--- src/rtl/tluh_xbar_pkg.sv ---
// Shared crossbar types: address/region types, error-responder states and the
// default main-crossbar memory map used to build per-instance region tables.
package tluh_xbar_pkg;

  localparam int unsigned XbarAddrWidth = 32;
  localparam int unsigned MainNumDev    = 10;

  typedef logic [XbarAddrWidth-1:0] addr_t;

  typedef struct packed {
    addr_t base;
    addr_t mask;
  } region_t;

  typedef enum logic {
    ERR_IDLE = 1'b0,
    ERR_RESP = 1'b1
  } err_st_e;

  typedef logic [MainNumDev-1:0][XbarAddrWidth-1:0] main_arr_t;

  // Index order: QSPI, ICCM, DCCM, TIMER0, TIMER1, TIMER2, TIC, PERIPH, PLIC, ROM
  localparam region_t MainMap [MainNumDev] = '{
    '{base: 32'h8000_0000, mask: 32'h0FFF_FFFF},
    '{base: 32'h1000_0000, mask: 32'h0001_FFFF},
    '{base: 32'h2000_0000, mask: 32'h0000_FFFF},
    '{base: 32'h3000_0000, mask: 32'h0000_0FFF},
    '{base: 32'h3000_1000, mask: 32'h0000_0FFF},
    '{base: 32'h3000_2000, mask: 32'h0000_0FFF},
    '{base: 32'h3001_0000, mask: 32'h0000_FFFF},
    '{base: 32'h3002_0000, mask: 32'h0000_FFFF},
    '{base: 32'h4800_0000, mask: 32'h03FF_FFFF},
    '{base: 32'h0000_0000, mask: 32'h0000_3FFF}
  };

  function automatic main_arr_t main_base();
    main_arr_t r;
    for (int i = 0; i < int'(MainNumDev); i++) r[i] = MainMap[i].base;
    return r;
  endfunction

  function automatic main_arr_t main_mask();
    main_arr_t r;
    for (int i = 0; i < int'(MainNumDev); i++) r[i] = MainMap[i].mask;
    return r;
  endfunction

endpackage

--- src/rtl/tluh_err_resp.sv ---
// Built-in error responder: answers one unmapped request with an error beat,
// one cycle after accept, carrying the captured source ID.
//   state    | meaning
//   ERR_IDLE | no error response pending
//   ERR_RESP | error beat presented on D, held until host accepts
module tluh_err_resp
  import tluh_xbar_pkg::*;
#(
  parameter int unsigned SrcWidth = 8
) (
  input  logic                clk_i,
  input  logic                rst_i,
  input  logic                accept_i,
  input  logic [SrcWidth-1:0] src_i,
  input  logic                d_ready_i,
  output err_st_e             st_o,
  output logic                valid_o,
  output logic [SrcWidth-1:0] src_o
);

  err_st_e             err_st_q, err_st_d;
  logic [SrcWidth-1:0] err_src_q, err_src_d;

  always_ff @(posedge clk_i) begin
    if (rst_i) begin
      err_st_q  <= ERR_IDLE;
      err_src_q <= '0;
    end else begin
      err_st_q  <= err_st_d;
      err_src_q <= err_src_d;
    end
  end

  always_comb begin
    err_st_d  = err_st_q;
    err_src_d = err_src_q;
    unique case (err_st_q)
      ERR_IDLE: begin
        if (accept_i) begin
          err_st_d  = ERR_RESP;
          err_src_d = src_i;
        end
      end
      ERR_RESP: begin
        if (d_ready_i) err_st_d = ERR_IDLE;
      end
      default: err_st_d = ERR_IDLE;
    endcase
  end

  assign st_o    = err_st_q;
  assign valid_o = (err_st_q == ERR_RESP);
  assign src_o   = err_src_q;

endmodule

--- src/rtl/tluh_addr_steer.sv ---
// TL-UL 1:N address steering: decodes A requests against a base/mask region
// table, keeps D responses in order by only ever talking to one target at a time.
module tluh_addr_steer
  import tluh_xbar_pkg::*;
#(
  parameter int unsigned NumDev         = 10,
  parameter int unsigned AddrWidth      = 32,
  parameter int unsigned SrcWidth       = 8,
  parameter int unsigned MaxOutstanding = 4,
  parameter logic [NumDev-1:0][AddrWidth-1:0] DevBase = '0,
  parameter logic [NumDev-1:0][AddrWidth-1:0] DevMask = '0
) (
  input  logic                         clk_i,
  input  logic                         rst_i,
  input  logic                         a_valid_i,
  output logic                         a_ready_o,
  input  logic [AddrWidth-1:0]         a_address_i,
  input  logic [SrcWidth-1:0]          a_source_i,
  output logic [NumDev-1:0]            dev_a_valid_o,
  input  logic [NumDev-1:0]            dev_a_ready_i,
  input  logic [NumDev-1:0]            dev_d_valid_i,
  output logic [NumDev-1:0]            dev_d_ready_o,
  input  logic [NumDev-1:0]            dev_d_error_i,
  input  logic [NumDev*SrcWidth-1:0]   dev_d_source_i,
  output logic                         d_valid_o,
  input  logic                         d_ready_i,
  output logic                         d_error_o,
  output logic [SrcWidth-1:0]          d_source_o,
  output logic [$clog2(NumDev+1)-1:0]  d_dev_o
);

  localparam int unsigned TgtWidth = $clog2(NumDev + 1);
  localparam int unsigned CntWidth = $clog2(MaxOutstanding + 1);
  localparam logic [TgtWidth-1:0] ErrTgt = TgtWidth'(NumDev);
  localparam logic [CntWidth-1:0] CntMax = CntWidth'(MaxOutstanding);

  logic [CntWidth-1:0] cnt_q, cnt_d;
  logic [TgtWidth-1:0] sel_q, sel_d;
  logic [TgtWidth-1:0] tgt;
  logic                tgt_err, sel_err;
  logic                cnt_full, stall;
  logic                a_accept, d_hs;
  err_st_e             err_st;
  logic                err_valid;
  logic [SrcWidth-1:0] err_src;

  // Walk downwards so the lowest matching index is the one left standing.
  always_comb begin
    tgt = ErrTgt;
    for (int i = int'(NumDev) - 1; i >= 0; i--) begin
      if ((a_address_i & ~DevMask[i]) == DevBase[i]) tgt = TgtWidth'(i);
    end
  end

  assign tgt_err  = (tgt == ErrTgt);
  assign sel_err  = (sel_q == ErrTgt);
  assign cnt_full = (cnt_q == CntMax);
  // Switching targets only once everything in flight has returned keeps D in order.
  assign stall    = cnt_full
                 || ((cnt_q != '0) && (tgt != sel_q))
                 || (err_st == ERR_RESP);

  always_comb begin
    dev_a_valid_o = '0;
    a_ready_o     = 1'b0;
    if (!stall) begin
      if (tgt_err) begin
        a_ready_o = 1'b1;
      end else begin
        for (int i = 0; i < int'(NumDev); i++) begin
          if (tgt == TgtWidth'(i)) begin
            dev_a_valid_o[i] = a_valid_i;
            a_ready_o        = dev_a_ready_i[i];
          end
        end
      end
    end
  end

  assign a_accept = a_valid_i && a_ready_o;

  always_comb begin
    d_valid_o     = 1'b0;
    d_error_o     = 1'b0;
    d_source_o    = '0;
    dev_d_ready_o = '0;
    if (sel_err) begin
      d_valid_o  = err_valid;
      d_error_o  = 1'b1;
      d_source_o = err_src;
    end else begin
      for (int i = 0; i < int'(NumDev); i++) begin
        if (sel_q == TgtWidth'(i)) begin
          d_valid_o        = dev_d_valid_i[i];
          d_error_o        = dev_d_error_i[i];
          d_source_o       = dev_d_source_i[i*SrcWidth +: SrcWidth];
          dev_d_ready_o[i] = d_ready_i;
        end
      end
    end
  end

  assign d_hs    = d_valid_o && d_ready_i;
  assign d_dev_o = sel_q;

  always_comb begin
    cnt_d = cnt_q;
    sel_d = sel_q;
    if (a_accept) sel_d = tgt;
    if (a_accept && !d_hs) begin
      cnt_d = cnt_q + CntWidth'(1);
    end else if (!a_accept && d_hs && (cnt_q != '0)) begin
      cnt_d = cnt_q - CntWidth'(1);
    end
  end

  always_ff @(posedge clk_i) begin
    if (rst_i) begin
      cnt_q <= '0;
      sel_q <= '0;
    end else begin
      cnt_q <= cnt_d;
      sel_q <= sel_d;
    end
  end

  tluh_err_resp #(
    .SrcWidth (SrcWidth)
  ) u_err_resp (
    .clk_i     (clk_i),
    .rst_i     (rst_i),
    .accept_i  (a_accept && tgt_err),
    .src_i     (a_source_i),
    .d_ready_i (d_ready_i),
    .st_o      (err_st),
    .valid_o   (err_valid),
    .src_o     (err_src)
  );

  a_valid_onehot0 : assert property (@(posedge clk_i) disable iff (rst_i)
    $onehot0(dev_a_valid_o));
  d_ready_onehot0 : assert property (@(posedge clk_i) disable iff (rst_i)
    $onehot0(dev_d_ready_o));
  no_accept_when_full : assert property (@(posedge clk_i) disable iff (rst_i)
    !(a_accept && cnt_full));
  no_d_without_request : assert property (@(posedge clk_i) disable iff (rst_i)
    !(d_hs && !a_accept && (cnt_q == '0)));

endmodule

--- config.mk ---
export PLATFORM = sky130hd
export DESIGN_NAME = tluh_addr_steer
export DESIGN_NICKNAME = d
export VERILOG_FILES = /design/src/rtl/tluh_xbar_pkg.sv /design/src/rtl/tluh_err_resp.sv /design/src/rtl/tluh_addr_steer.sv
export SDC_FILE = /design/constraint.sdc
export NUM_CORES = 1
export LEC_CHECK = 0
export BUFFER_PORTS_ARGS = -buffer_cell sky130_fd_sc_hd__buf_2
export CORE_AREA = 2 2 73 75
export DETAILED_ROUTE_END_ITERATION = 10
export DIE_AREA = 0 0 75 77
export PLACE_DENSITY = 0.66
export SETUP_SLACK_MARGIN = 0.4
export SLEW_MARGIN = 10
export SYNTH_ARGS = -nofsm -noshare
export SYNTH_HDL_FRONTEND = slang
export SYNTH_SLANG_ARGS = --single-unit
--- constraint.sdc ---
create_clock -name clk_i -period 5.65 [get_ports clk_i]
set_clock_uncertainty 0.15 [all_clocks]
set_input_delay 0.2825 -clock clk_i [delete_from_list [all_inputs] [get_ports clk_i]]
set_output_delay 0.2825 -clock clk_i [all_outputs]
set_load 0.02 [all_outputs]
* Yosys cells after proc, flatten, opt, wreduce, memory -nomap -nowiden *
Cells that the tools add are included.
W data, S select, Z words.

storage, ports and cells
  flip-flop bits (word level) = 16
  input port bits = 154
  output and inout port bits = 35
  logic and storage cells = 120

cells by class
  $add $sub $neg = 2
  equal/unequal tests = 22
  muxes and demuxes = 74
  bitwise gates (word level) = 1
  reduce and logical (&&, ||, !) cells = 17

operators by type and width
  kind                   number
  $mux W8                11
  $mux W1                56
  $eq A4 B3 Y1 const B   8
  $logic_not A32 Y1      1
  $mux W10               3
  $eq A4 B4 Y1 const B   6
  $eq A4 B2 Y1 const B   4
  $eq A4 B1 Y1 const B   2
  $logic_not A4 Y1       2
  $logic_and A1 B1 Y1    7
  $mux W3                2
  $mux W4                1
  $ne A4 B4 Y1           1
  $add A3 B1 Y3 const B  1
  $eq A3 B3 Y1 const B   1
  $reduce_bool A3 Y1     1
  $sub A3 B1 Y3 const B  1
  $logic_not A1 Y1       2
  $logic_or A1 B1 Y1     2
  $pmux W1 S2            1
  $reduce_and A2 Y1      1
  $reduce_bool A2 Y1     1
  $not A1 Y1             1

* Longest topological paths before layout *
  depth in word-level cells = 21
  depth in mapped cells = 10
  gate-level depth less buffers = 9

* Hierarchy *
Synthesis repeated with hierarchy kept, for this count alone.

unflattened totals
  cell total of the unflattened synthesis = 125
  area total of the unflattened synthesis = 1163.6 um2

modules (own cells, without submodules)
  module           times used  cells an instance  area an instance (um2)  sequential area each (um2)
  tluh_addr_steer  1           86                 733.2                   80.1
  tluh_err_resp    1           39                 430.4                   180.2

* Worst setup path after synthesis *
No wires, ideal clock.

  path kind = reg-to-reg
  from = register sel_q[1], in the netlist d_dev_o[1]
  to = register cnt_q[2]
  library setup time = 0.062 ns
  arrival = 2.049 ns
  required time = 5.438 ns
  setup slack = 3.389 ns
  stages on the path, launching flop included = 8
  buffers on the path = 0
  period minus slack after synthesis = 2.261 ns
  path through = dfxtp_1 -> mux2_2 -> nand2_1 -> nand4_2 -> fa_1 -> nor4_1 -> mux2i_1 -> nand3_1

on the way
  longest elaborated chain between the ends = 16
  elaborated cells between the ends (all ways) = 36
  classes of those cells = eq/ne: 11; mux: 13; reduce/logical: 12

RTL lines
  element                                                  RTL line                                        RTL
  start: declaration                                       tluh_addr_steer.sv:38                           logic [TgtWidth-1:0] sel_q, sel_d;
  start signal: assignment                                 tluh_addr_steer.sv:123                          sel_q <= sel_d;
  $logic_not A4 Y1                                         tluh_addr_steer.sv:93                           if (sel_q == TgtWidth'(i)) begin
  $mux W1 (10 in series)                                   tluh_addr_steer.sv:93
  $mux W1 (*)                                              tluh_addr_steer.sv:87                           if (sel_err) begin
  via d_valid_o                                            tluh_addr_steer.sv:25                           output logic d_valid_o,
  $logic_and A1 B1 Y1 (*)                                  tluh_addr_steer.sv:103                          assign d_hs = d_valid_o && d_ready_i;
  $logic_not A1 Y1 or $logic_and A1 B1 Y1 (tied branches)  tluh_addr_steer.sv:110, tluh_addr_steer.sv:112
  $logic_and A1 B1 Y1, on equally long branches            tluh_addr_steer.sv:110, tluh_addr_steer.sv:112
  $mux W3 or $reduce_bool A2 Y1 (tied branches)            n/a
  end signal: assignment                                   tluh_addr_steer.sv:122                          cnt_q <= cnt_d;
  end: declaration                                         tluh_addr_steer.sv:37                           logic [CntWidth-1:0] cnt_q, cnt_d;

The timed path passes the listed nets; every way through them passes the cells marked *.
A chain may end at the register's enable or synchronous reset.

* Worst setup path after layout *
  from = register sel_q[1], in the netlist d_dev_o[1]
  to = register cnt_q[2]

on the way
  longest elaborated chain between the ends = 16
  elaborated cells between the ends (all ways) = 36
  classes of those cells = eq/ne: 11; mux: 13; reduce/logical: 12

RTL lines
  element                                                  RTL line
  $logic_not A4 Y1                                         tluh_addr_steer.sv:93
  $mux W1 (10 in series)                                   tluh_addr_steer.sv:93
  $mux W1                                                  tluh_addr_steer.sv:87
  $logic_and A1 B1 Y1                                      tluh_addr_steer.sv:103
  $logic_not A1 Y1 or $logic_and A1 B1 Y1 (tied branches)  tluh_addr_steer.sv:110, tluh_addr_steer.sv:112
  $logic_and A1 B1 Y1, on equally long branches            tluh_addr_steer.sv:110, tluh_addr_steer.sv:112
  $mux W3 or $reduce_bool A2 Y1 (tied branches)            n/a

Parallel ways exist; a longest one is shown, timed or not.

==> results.txt <==
PwrDens - 372 mW/mm^2
Router iterations before antenna repair - 4
Worst-path fanout max - 16
GRT overflow - 0
I/O Pins - 189
VDD IR max - 0.138 mV
Nets - 337
Sink Count - 13
Final WL - 2640 um
CTS H-tree depth - 1
Critical Path Source Type - register
Share of layout cells above drive strength 1 - 52.5%
Fin crit share - 46.1%
Final Hold Fails - 0
Synth Register Bits - 13
Slew margin rel. - 56.6%
Seq pwr share - 29.7%
Leak - 0.671 nW
Routability cong. - 0.759
Slowest CP cell - dfxtp_1
Clk_lat worst skew - 250 ps
Cells on worst reg2reg path - 7
Initial Util - 20.9%
Critical path type - register to register
Outcome - finished clean
First-pass GRT wire length - 3930 um
CTS Hold Bufs - 0
CP Depth - 7
Vias per cell - 4.02
Leading cell types in the layout, fill and taps excluded - 69 x buf_2, 20 x conb_1, 13 x dfxtp_1, 12 x nor2_1
Mux share of post-synthesis cell area - 18.4%
Ant diodes - 0
Post-synth top area share - 25.0%
Site Rows - 26
Net switching power - 0.234 mW
CP top delay family - flip-flops
Mapped cell area - 0.00104 mm^2
Routed via count - 1010
Area of the die - 0.00578 mm^2
Simple-gate portion of the synthesized area - 29.2%
FMAX - 384 MHz
Ys async rst share - 0%
Element type at the critical path end - register
Clk root buf - clkbuf_8
Placed Area - 0.00137 mm^2
Die W - 75 um
Yosys warns - 0
CTS tree - done
Post-synth EDFFs - 0
CP Capture Point - cnt_q[2]$_SDFFE_PP0P_
Tot GR Track Use - 8.80%
Post-Synth Adder-Cell Area - 1.92%
Internal power - 0.293 mW
Synth area leaders - dfxtp_1 25%, buf_4 16%, mux2_2 9.7%
I/O Buffers - 69
Antenna-violating nets left - 0
CP Data Required Time - 5690 ps
Crit path launch - d_dev_o[1]$_SDFFE_PP0P_
Clock transition at the registers of the reported paths - 50 ps
CP arrival - 2640 ps
Final setup vio count - 0
Worst reg2reg endpoint - cnt_q[2]$_SDFFE_PP0P_
Sw Ratio - 44.4%
Die height - 77 um
Starting DRT DRC Count - 15
CP cell instances - mux2_2 -> nand2_1 -> nand4_2 -> fa_1 -> nor4_1 -> mux2i_1 -> nand3_1
R2r setup slk - 3050 ps
Synth area leader - dfxtp_1
WP buf/inv - 0
Max cap viols - 0
Filler cells - 550
Drt drc - 0
Core ar. - 0.00498 mm^2
Worst min path class - primary input to register
Critical Path Max Stage Delay - 730 ps
Comb power frac - 54.3%
Worst Max-Slew Pin Slew - 651 ps
Setup TNS - 0 ps
Period minus WS final - 2600 ps
Syn avg cell area - 9.14 um^2
R2r startpoint - d_dev_o[1]$_SDFFE_PP0P_
Clk pwr share - 16.0%
Number of global-route vias before repair - 929
Clock tree buffer depth - 2
Initial antenna violation count - 0
Complex-gate fraction of the synthesized area - 7.32%
CTS resizes - 0
RSZ-0062 raised after global routing - false
Final Instance Area - 0.00141 mm^2
DP HPWL - 2140 um
Synth Flop Type - dfxtp_1
Seq/Total Area, Yosys - 25.0%
Largest net degree at the start of global routing - 18
Syn Inst Count - 114
Number of setup buffers added after CTS - 0
XOR/XNOR Fraction of Synth Area - 0.840%
Area grow syn2layout - 35.7%
TritonCTS Buffers - 3
Wire length per cell - 10.5 um
Final Max Tran Viols - 0
Largest family of logic cells by synthesized area - simple AND/OR/NAND/NOR gates
Cell variety after synth - 36
Most common cell after layout, fill and taps aside - buf_2
-- synth_stat cells (all sizes together), types with 2 or more instances --
cell     n
mux2     9
or2      2
dfxtp   13
o21ai    3
nand2b   3
nor2    13
nand2    3
a21oi    2
nand4    3
clkbuf   2
buf     23
nor4     9
mux2i    9
nand3    3
nor2b    2
-- logic make-up after synthesis --
group | Yosys count
AND/OR/NAND/NOR | 45
buffers and inverters | 25
multiplexers | 18
flip-flops | 13
AO/OA/AOI/OAI | 10
adder cells (fa/ha/maj) | 1
other | 1
XOR/XNOR | 1
-- tightest hold or removal path: stages --
cell     delay, ps
buf_2           70
mux2i_1         50
nor2_1          70
-- area by class of cell --
class	instances	area, um^2	share of cell area, %
clock buffer	4	45.0	3.19
multi-input combinational	95	676	47.8
sequential	13	260	18.4
tap	70	87.6	6.19
timing repair buffer	69	345	24.4
-- power groups by stage --
| stage | sequential, mW | clock (mW) | combinational, mW |
|---|---|---|---|
| global placement | 0.157 | 0 | 0.280 |
| floorplan | 0.146 | 0 | 0.234 |
| finish | 0.157 | 0.0841 | 0.286 |
| detailed placement | 0.158 | 0 | 0.288 |
| CTS | 0.156 | 0.0875 | 0.289 |
| global route | 0.163 | 0.0912 | 0.314 |
-- routing by layer --
layer  global-route usage, %  share of wire, %
met1                    9.60                39
met3                    2.50                11
met2                    15.4                50
met4                    3.75              0.72
met5                       0                 0
-- stage by stage --
stage / power, mW / cells / setup slack, ps / hold slack (ps) / util, %
2_1_floorplan: 0.380 / 133 / 3390 / 199 / -
6_report: 0.526 / 251 / 3050 / 115 / 28.4
3_5_place_dp: 0.446 / 247 / 3080 / 334 / 27.5
5_1_grt: 0.568 / 251 / 2830 / 130 / 28.4
4_1_cts: 0.533 / 251 / 3060 / 111 / 28.4
3_3_place_gp: 0.437 / 247 / 3130 / 320 / 27.5
-- worst min path at each step --
stage | startpoint | to | slack [ps] | depth (start not counted)
final | a_source_i[7] | u_err_resp.src_o[7]$_SDFFE_PP0P_ | 110 | 3
after global routing | a_source_i[1] | u_err_resp.src_o[1]$_SDFFE_PP0P_ | 130 | 3
after CTS | a_source_i[7] | u_err_resp.src_o[7]$_SDFFE_PP0P_ | 110 | 3
after detailed placement | u_err_resp.st_o$_SDFF_PP0_ | u_err_resp.st_o$_SDFF_PP0_ | 330 | 2
after global placement | u_err_resp.src_o[7]$_SDFFE_PP0P_ | u_err_resp.src_o[7]$_SDFFE_PP0P_ | 320 | 2
after floorplan | rst_i | cnt_q[0]$_SDFFE_PP0P_ | 200 | 1
-- flip-flops by register name, indices dropped and copies added (netlist names) --
register          cells
u_err_resp.st_o       1
d_dev_o               1
u_err_resp.src_o      8
cnt_q                 3
Note: power is estimated with default switching activity, not from simulation.
